**src/rtl/score_card_controller.sv**
```systemverilog
// ---------------------------------------------------------------------------
// score_card_controller
//
// Scorecard bookkeeping for a Yacht-style dice game. A commit request is
// checked against the card while IDLE. A legal request latches its category
// and moves to SEL, where calc_sel steers the external combinational score
// calculator to that category. On the following edge the calculator result
// (score_in) is stored, the running sums are updated, and commit_ack pulses.
// Illegal requests pulse commit_err and leave the card untouched.
// clear_game wipes the card and overrides any commit in flight.
//
// Ports
//   clk          system clock, rising-edge active
//   rst_n        asynchronous active-low reset
//   commit       one-cycle request to record commit_cat
//   commit_cat   category code 0..11 (0 Aces .. 5 Sixes, 6 Choice, 7 4-Kind,
//                8 Full House, 9 S.Straight, 10 L.Straight, 11 Yacht)
//   preview_cat  category forwarded to the calculator while idle
//   clear_game   synchronous scorecard wipe, highest priority
//   score_in     calculator result for calc_sel, stored unmodified
//   read_cat     lookup index for read_score
//   calc_sel     category select to the score calculator
//   busy         high while a commit is in progress (state SEL)
//   commit_ack   one-cycle pulse when a commit has been recorded
//   commit_err   one-cycle pulse when a commit is rejected
//   used_mask    bit k set once category k has been recorded
//   read_score   stored score of read_cat, 0 if out of range or unused
//   upper_sum    sum of categories 0..5
//   bonus        upper_sum >= 63
//   total        upper_sum + 35*bonus + sum of categories 6..11 (registered)
//   game_over    all twelve categories recorded
// ---------------------------------------------------------------------------
module score_card_controller (
   input  logic       clk,
   input  logic       rst_n,
   input  logic       commit,
   input  logic [3:0] commit_cat,
   input  logic [3:0] preview_cat,
   input  logic       clear_game,
   input  logic [7:0] score_in,
   input  logic [3:0] read_cat,
   output logic [3:0] calc_sel,
   output logic       busy,
   output logic       commit_ack,
   output logic       commit_err,
   output logic [11:0] used_mask,
   output logic [7:0] read_score,
   output logic [6:0] upper_sum,
   output logic       bonus,
   output logic [8:0] total,
   output logic       game_over
);

   localparam int NUM_CATS        = 12;
   localparam int UPPER_CATS      = 6;
   localparam int BONUS_THRESHOLD = 63;
   localparam int BONUS_VALUE     = 35;

   typedef enum logic {
      IDLE = 1'b0,
      SEL  = 1'b1
   } state_t;

   state_t     state;
   logic [3:0] cat_q;                 // category latched for the commit in flight
   logic [7:0] slots [NUM_CATS];      // recorded score per category
   logic [8:0] lower_sum;             // sum of categories 6..11

   logic       commit_reject;
   logic [15:0] used_ext;
   logic [6:0] upper_next;
   logic [8:0] lower_next;
   logic [8:0] total_next;

   // ------------------------------------------------------------------------
   // Combinational outputs derived from registered state
   // ------------------------------------------------------------------------
   assign busy      = (state == SEL);
   assign calc_sel  = (state == SEL) ? cat_q : preview_cat;
   assign bonus     = (upper_sum >= 7'(BONUS_THRESHOLD));
   assign game_over = &used_mask;

   // Codes 12..15 are padded as "already used", so a single lookup rejects
   // both out-of-range and repeated categories.
   assign used_ext      = {4'hF, used_mask};
   assign commit_reject = used_ext[commit_cat] | game_over;

   // NOTE: every always_comb output gets a default before any conditional
   // assignment so no path leaves it unassigned, which would infer a latch.
   always_comb begin
      read_score = 8'd0;
      for (int i = 0; i < NUM_CATS; i++) begin
         if (read_cat == 4'(i) && used_mask[i]) begin
            read_score = slots[i];
         end
      end
   end

   // Sums after recording score_in into cat_q; total is precomputed here so
   // it lands in the register on the same edge that raises commit_ack.
   always_comb begin
      upper_next = upper_sum;
      lower_next = lower_sum;
      if (cat_q < 4'(UPPER_CATS)) begin
         upper_next = 7'({1'b0, upper_sum} + score_in);
      end else begin
         lower_next = lower_sum + {1'b0, score_in};
      end
      total_next = {2'b00, upper_next} + lower_next
                 + ((upper_next >= 7'(BONUS_THRESHOLD)) ? 9'(BONUS_VALUE) : 9'd0);
   end

   // ------------------------------------------------------------------------
   // Controller state, scorecard storage and registered pulses
   // ------------------------------------------------------------------------
   // NOTE: sequential state uses non-blocking assignments only, so every
   // register samples the pre-edge value of every other register.
   always_ff @(posedge clk or negedge rst_n) begin
      if (!rst_n) begin
         state      <= IDLE;
         cat_q      <= 4'd0;
         used_mask  <= 12'd0;
         upper_sum  <= 7'd0;
         lower_sum  <= 9'd0;
         total      <= 9'd0;
         commit_ack <= 1'b0;
         commit_err <= 1'b0;
         // NOTE: the slot array is small and read_score must never expose a
         // stale score, so it is reset like ordinary flops rather than being
         // left uninitialised as a RAM would be.
         for (int i = 0; i < NUM_CATS; i++) begin
            slots[i] <= 8'd0;
         end
      end else begin
         commit_ack <= 1'b0;
         commit_err <= 1'b0;

         if (clear_game) begin
            // Overrides everything, including a commit waiting in SEL.
            state     <= IDLE;
            cat_q     <= 4'd0;
            used_mask <= 12'd0;
            upper_sum <= 7'd0;
            lower_sum <= 9'd0;
            total     <= 9'd0;
            for (int i = 0; i < NUM_CATS; i++) begin
               slots[i] <= 8'd0;
            end
         end else begin
            case (state)
               IDLE: begin
                  if (commit) begin
                     if (commit_reject) begin
                        commit_err <= 1'b1;
                     end else begin
                        cat_q <= commit_cat;
                        state <= SEL;
                     end
                  end
               end

               SEL: begin
                  // Any commit seen here is ignored: no ack, no err.
                  for (int i = 0; i < NUM_CATS; i++) begin
                     if (cat_q == 4'(i)) begin
                        slots[i]     <= score_in;
                        used_mask[i] <= 1'b1;
                     end
                  end
                  upper_sum  <= upper_next;
                  lower_sum  <= lower_next;
                  total      <= total_next;
                  commit_ack <= 1'b1;
                  state      <= IDLE;
               end
            endcase
         end
      end
   end

endmodule

```
**config.mk**
```make
export PLATFORM = sky130hd
export DESIGN_NAME = score_card_controller
export DESIGN_NICKNAME = d
export VERILOG_FILES = /design/src/rtl/score_card_controller.sv
export SDC_FILE = /design/constraint.sdc
export NUM_CORES = 1
export LEC_CHECK = 0
export CAP_MARGIN = 30
export CORE_MARGIN = 4
export CORE_UTILIZATION = 38
export CTS_BUF_LIST = sky130_fd_sc_hd__clkbuf_16
export CTS_CLUSTER_SIZE = 25
export DETAILED_ROUTE_END_ITERATION = 12
export PLACE_DENSITY_LB_ADDON = 0.2
export SLEW_MARGIN = 10
export SYNTH_ARGS = -nofsm -noshare
export SYNTH_HDL_FRONTEND = slang
export SYNTH_SLANG_ARGS = --single-unit
export TNS_END_PERCENT = 10
```
**constraint.sdc**
```tcl
create_clock -name clk -period 4.5 [get_ports clk]
set_input_delay 0.675 -clock clk [delete_from_list [all_inputs] [get_ports clk]]
set_output_delay 0.675 -clock clk [all_outputs]
set_load 0.05 [all_outputs]
```
Yosys cells after proc, flatten, opt, wreduce, memory -nomap -nowiden
Index checks and enable logic that the tools add are counted.
Storage, ports and cells
  register bits: 140
  input bits: 24
  word-level logic and storage cells: 173
Cells by class
  add/sub/neg operators: 4
  magnitude comparators: 4
  eq/ne operators: 24
  mux-type cells: 66
  bitwise gates (word level): 2
  reduce and logical (&&, ||, !) cells: 42
Operator list (count)
  $mux 8: 24
  $mux 96: 2
  $mux 9: 5
  $eq 4x3->1 const B: 8
  $eq 4x4->1 const B: 8
  $reduce_bool 2->1: 14
  $mux 12: 2
  $reduce_and 2->1: 12
  $mux 1: 22
  $mux 7: 3
  $mux 4: 5
  $eq 4x2->1 const B: 4
  $ge 7x6->1 const B: 2
  $logic_and 1x1->1: 12
  $reduce_and 12->1: 1
  $add 7x9->9: 1
  $add 9x6->9: 1
  $add 9x8->9: 1
  $eq 4x1->1 const B: 2
  $logic_not 4->1: 2
  $add 7x7->7: 1
  $mux 6: 1
  $lt 4x5->1 const B: 1
  $bmux 1 s4: 1
  6 further kinds: 7

Depth between registers and ports, before layout
  word-level depth: 14
  gate-level depth with buffers: 19

Least setup slack after synthesis
OpenSTA, ideal clock, no wires.
  path kind: flip-flop to flip-flop
  from: reg upper_sum[0]
  to: reg total[7]
  setup time: 87 ps
  data arrival time: 4193 ps
  path slack: 220 ps
  stages on the path, launching flop included: 19
  path buffers: 0
  clock period less this slack: 4280 ps
  cell sequence: dfrtp_1 > ha_1 > inv_1 > fa_1 > nor2b_1 > o21ai_0 > a211oi_1 > a21oi_1 > o41a_1 > fa_1 > inv_1 > ha_1 > fa_1 > a21o_1 > a21oi_1 > nor2b_1 > o21ai_0 > nand4_1 > o211ai_1
Between the ends
  cells in the longest elaborated chain, start to end: 7
RTL lines
  from (decl): RTL line 48  | output logic [6:0] upper_sum,
  from (signal assigned): RTL line 170  | upper_sum <= upper_next;
  $add 7x7->7: RTL line 105  | upper_next = 7'({1'b0, upper_sum} + score_in);
  $mux 7 (*): RTL line 104  | if (cat_q < 4'(UPPER_CATS)) begin
  $ge 7x6->1: RTL line 110  | + ((upper_next >= 7'(BONUS_THRESHOLD)) ? 9'(BONUS_VALUE) : 9'd0);
  $mux 6: RTL line 110
  $add 9x6->9 (*): RTL line 110
  $mux 9 (*): RTL line 150  | case (state)
  $mux 9 (*): RTL line 138  | if (clear_game) begin
  to (signal assigned): RTL line 172  | total <= total_next;
  to (decl): RTL line 50  | output logic [8:0] total,
Mark *: on every way between the ends. The rest lies on a longest branch, timed or not. The select of a mux whose other input is x is not followed.
A chain may end at the register's enable or synchronous reset.

Worst setup path after layout
  from: in score_in[1]
  to: reg total[7]
Between the ends
  cells in the longest elaborated chain, start to end: 7
RTL lines
  from (decl): RTL line 40  | input logic [7:0] score_in,
  branches (longest 4 deep; another with $add 9x8->9)
  $add 9x6->9 (*): RTL line 110
  $mux 9 (*): RTL line 150
  $mux 9 (*): RTL line 138
Every way passes the cells marked *. The select of a mux whose other input is x is not followed.

==> metrics.csv <==
metric,value,unit
Synth Flop Type,dfrtp_1,
setup ws final,0.192,ns
LEAKAGE,4.38,nW
"Seq/Total Area, Yosys",0.456,
CP Data Required Time,4.82,ns
most frequent cells after synthesis,"nor2_1, dfrtp_1, mux2i_1",
largest net degree at the start of global routing,84,
num ports,69,
"non-filler cells, final",1126,
setup repair after global routing missed its margin,no,
# diodes,0,
H-tree depth,4,
max_cap viols,0,
nets,903,
Slew HR,0.407,
synth warn,0,
Hold Crit Class,input pin to async pin,
GR Util met2,0.320,
vias after detailed routing,6277,
post-synthesis async set-or-reset flop share,1.00,
Slew @ Worst Pin,0.890,ns
Setup crit end kind,flip-flop,
Die Span X,150,um
CP max FO,3,
gpl congestion,0.847,
period utilization,0.957,
CTS tree,built,
"area leader, netlist",dfrtp_1,
Post-synth EDFFs,0,
met1 Use GR,0.275,
arrival time worst endpoint,4.63,ns
DR WL/cell,19.3,um
total track usage,0.201,
Initial Util,0.391,
number of global-route vias before repair,6467,
Via density,5.57,
ratio of cells with drive above 1 in the final layout,0.109,
critical setup path kind,input pin to flip-flop,
core footprint,19700,um2
met3 Resource Use GR,0.0301,
P per Cell Area,348,nW/um2
top post-synthesis cells by area,"dfrtp_1, mux2i_1, nor2_1, ha_1, a21oi_1",
Fmax achieved,232,MHz
post-synth cell types,59,
Max Slew Vio Count,0,
clk sinks,140,
Post-Syn Instances,775,
Peak VDD IR,179,uV
die height,150,um
Cells after DPL,1091,
Num CTS Buffers,17,
Clock Tree Buf Depth,2,
1st-iter DRT viols,429,
number of remaining DRC errors,0,
Synth Net Count,830,
global-route wire length before repair,35200,um
"Clk Latency, worst-skew pair",0.42,ns
synthesized flop and latch total,140,
Worst-path clk slew,0.06,ns
Core Rows,51,
status,finished clean,
Post-DP HPWL,15400,um
initial antenna violation count,0,
area fraction of the dominant cell type after synthesis,0.456,
pre-CTS setup slack,-0.583,ns
# hold bufs at CTS,0,
grt ovf,0,
gr busiest metal,met2,
Layout Skew,0.00558,ns
CTS root buf,clkbuf_16,
top-count cell post-synth,nor2_1,
I/O Buffers,68,
Antenna Nets Post-Route,0,
final hold vios,0,
synthesis-to-layout area growth,21.7,%
final setup vio count,0,
min cycle time layout,4.31,ns
Mean Syn Cell Area,9.92,um2
Startpoint Class,input pin,
Die Area,22600,um2
first-pass iteration count of the detailed router,5,
post-synthesis cell area,7680,um2
final WL,21800,um
[routing by layer]
| layer | up-vias | wire length [um] |
|---|---|---|
| met3 | 37 | 967 |
| met5 | - | 0 |
| met4 | 0 | 614 |
| li1 | 2902 | - |
| met1 | 3158 | 9890 |
| met2 | 180 | 10300 |
[per-stage QoR]
| stage | hold WS (ns) | power (mW) | util | TNS [ns] | cell area [um2] |
|---|---|---|---|---|---|
| after global placement | 0.491 | 1.93 | 0.443 | -0.995 | 8710 |
| final | 0.157 | 3.25 | 0.476 | 0 | 9350 |
| after global routing | 0.183 | 3.40 | 0.476 | 0 | 9350 |
| after floorplan | 0.379 | 1.69 | - | 0 | 7680 |
| after CTS | 0.158 | 3.27 | 0.474 | 0 | 9310 |
| after detailed placement | 0.499 | 1.94 | 0.445 | -1.89 | 8750 |
[state kept, by name, summed over array words and instances, names as in the netlist]
| signal | flops |
|---|---|
| upper_sum | 7 |
| cat_q | 4 |
| busy | 1 |
| slots | 96 |
| total | 9 |
| commit_err | 1 |
| commit_ack | 1 |
| used_mask | 12 |
| lower_sum | 9 |
[kinds of logic after synthesis]
kind of cell,count (synthesis),synth area share
flip-flops,140,0.456
AND/OR/NAND/NOR,258,0.150
buffers and inverters,76,0.0418
AO/OA/AOI/OAI,148,0.135
adder cells (fa/ha/maj),31,0.0554
XOR/XNOR,16,0.0182
multiplexers,106,0.144
[final timing paths]
check                       endpoint  slack, ns  cells past startpoint         start
max                         total[7]       0.19                     19   score_in[1]
max in group asynchronous  slots[14]       3.56                      2         rst_n
max reg2reg                 total[7]       0.40                     19  upper_sum[0]
min reg2reg                 total[6]       0.52                      1      total[6]
min in group clk            total[6]       0.52                      1      total[6]
min                        slots[52]       0.16                      1         rst_n
[what timing repair did]
| item | in CTS | in global routing |
|---|---|---|
| pin swaps | 0 | 3 |
| setup buffers | 1 | 2 |
| resized for setup | 3 | 7 |
| endpoints found under the setup margin | 2 | 4 |
[area by class of cell]
| class | instances | area [um2] |
|---|---|---|
| tap | 265 | 332 |
| inverter | 23 | 86.3 |
| clock inverter | 15 | 126 |
| timing repair buffer | 107 | 990 |
| clock buffer | 17 | 425 |
| multi-input combinational | 559 | 3890 |
| fill | 1892 | 10300 |
| sequential | 140 | 3500 |
[worst max-delay path: stages]
cell	delay (ns)
clkdlybuf4s50_1	0.51
inv_1	0.09
fa_2	0.42
nor2b_4	0.14
o31a_1	0.20
mux2i_2	0.26
nor2_1	0.08
xor2_1	0.19
o41a_1	0.15
fa_1	0.51
inv_1	0.04
ha_1	0.22
fa_2	0.35
a21o_1	0.18
a21oi_2	0.17
nor2b_1	0.08
o21ai_2	0.14
nand4_1	0.11
o211ai_1	0.12
[cell usage in the layout, fill, tap and decap left out, drive strengths merged, types with 22 or more instances in the layout]
master,n
nor2,161
dfrtp,140
mux2i,98
clkdlybuf4s50,64
a21oi,43
buf,42
inv,30
ha,26
nand2,25
a221oi,22
a22o,22
[where the power goes]
group	leakage, nW	switching (mW)	internal, mW
combinational	2.16	0.368	0.255
sequential	1.94	0.0295	1.29
clock	0.274	0.553	0.759
total	4.38	0.951	2.30
No activity file was read; power rests on OpenSTA's default activity.
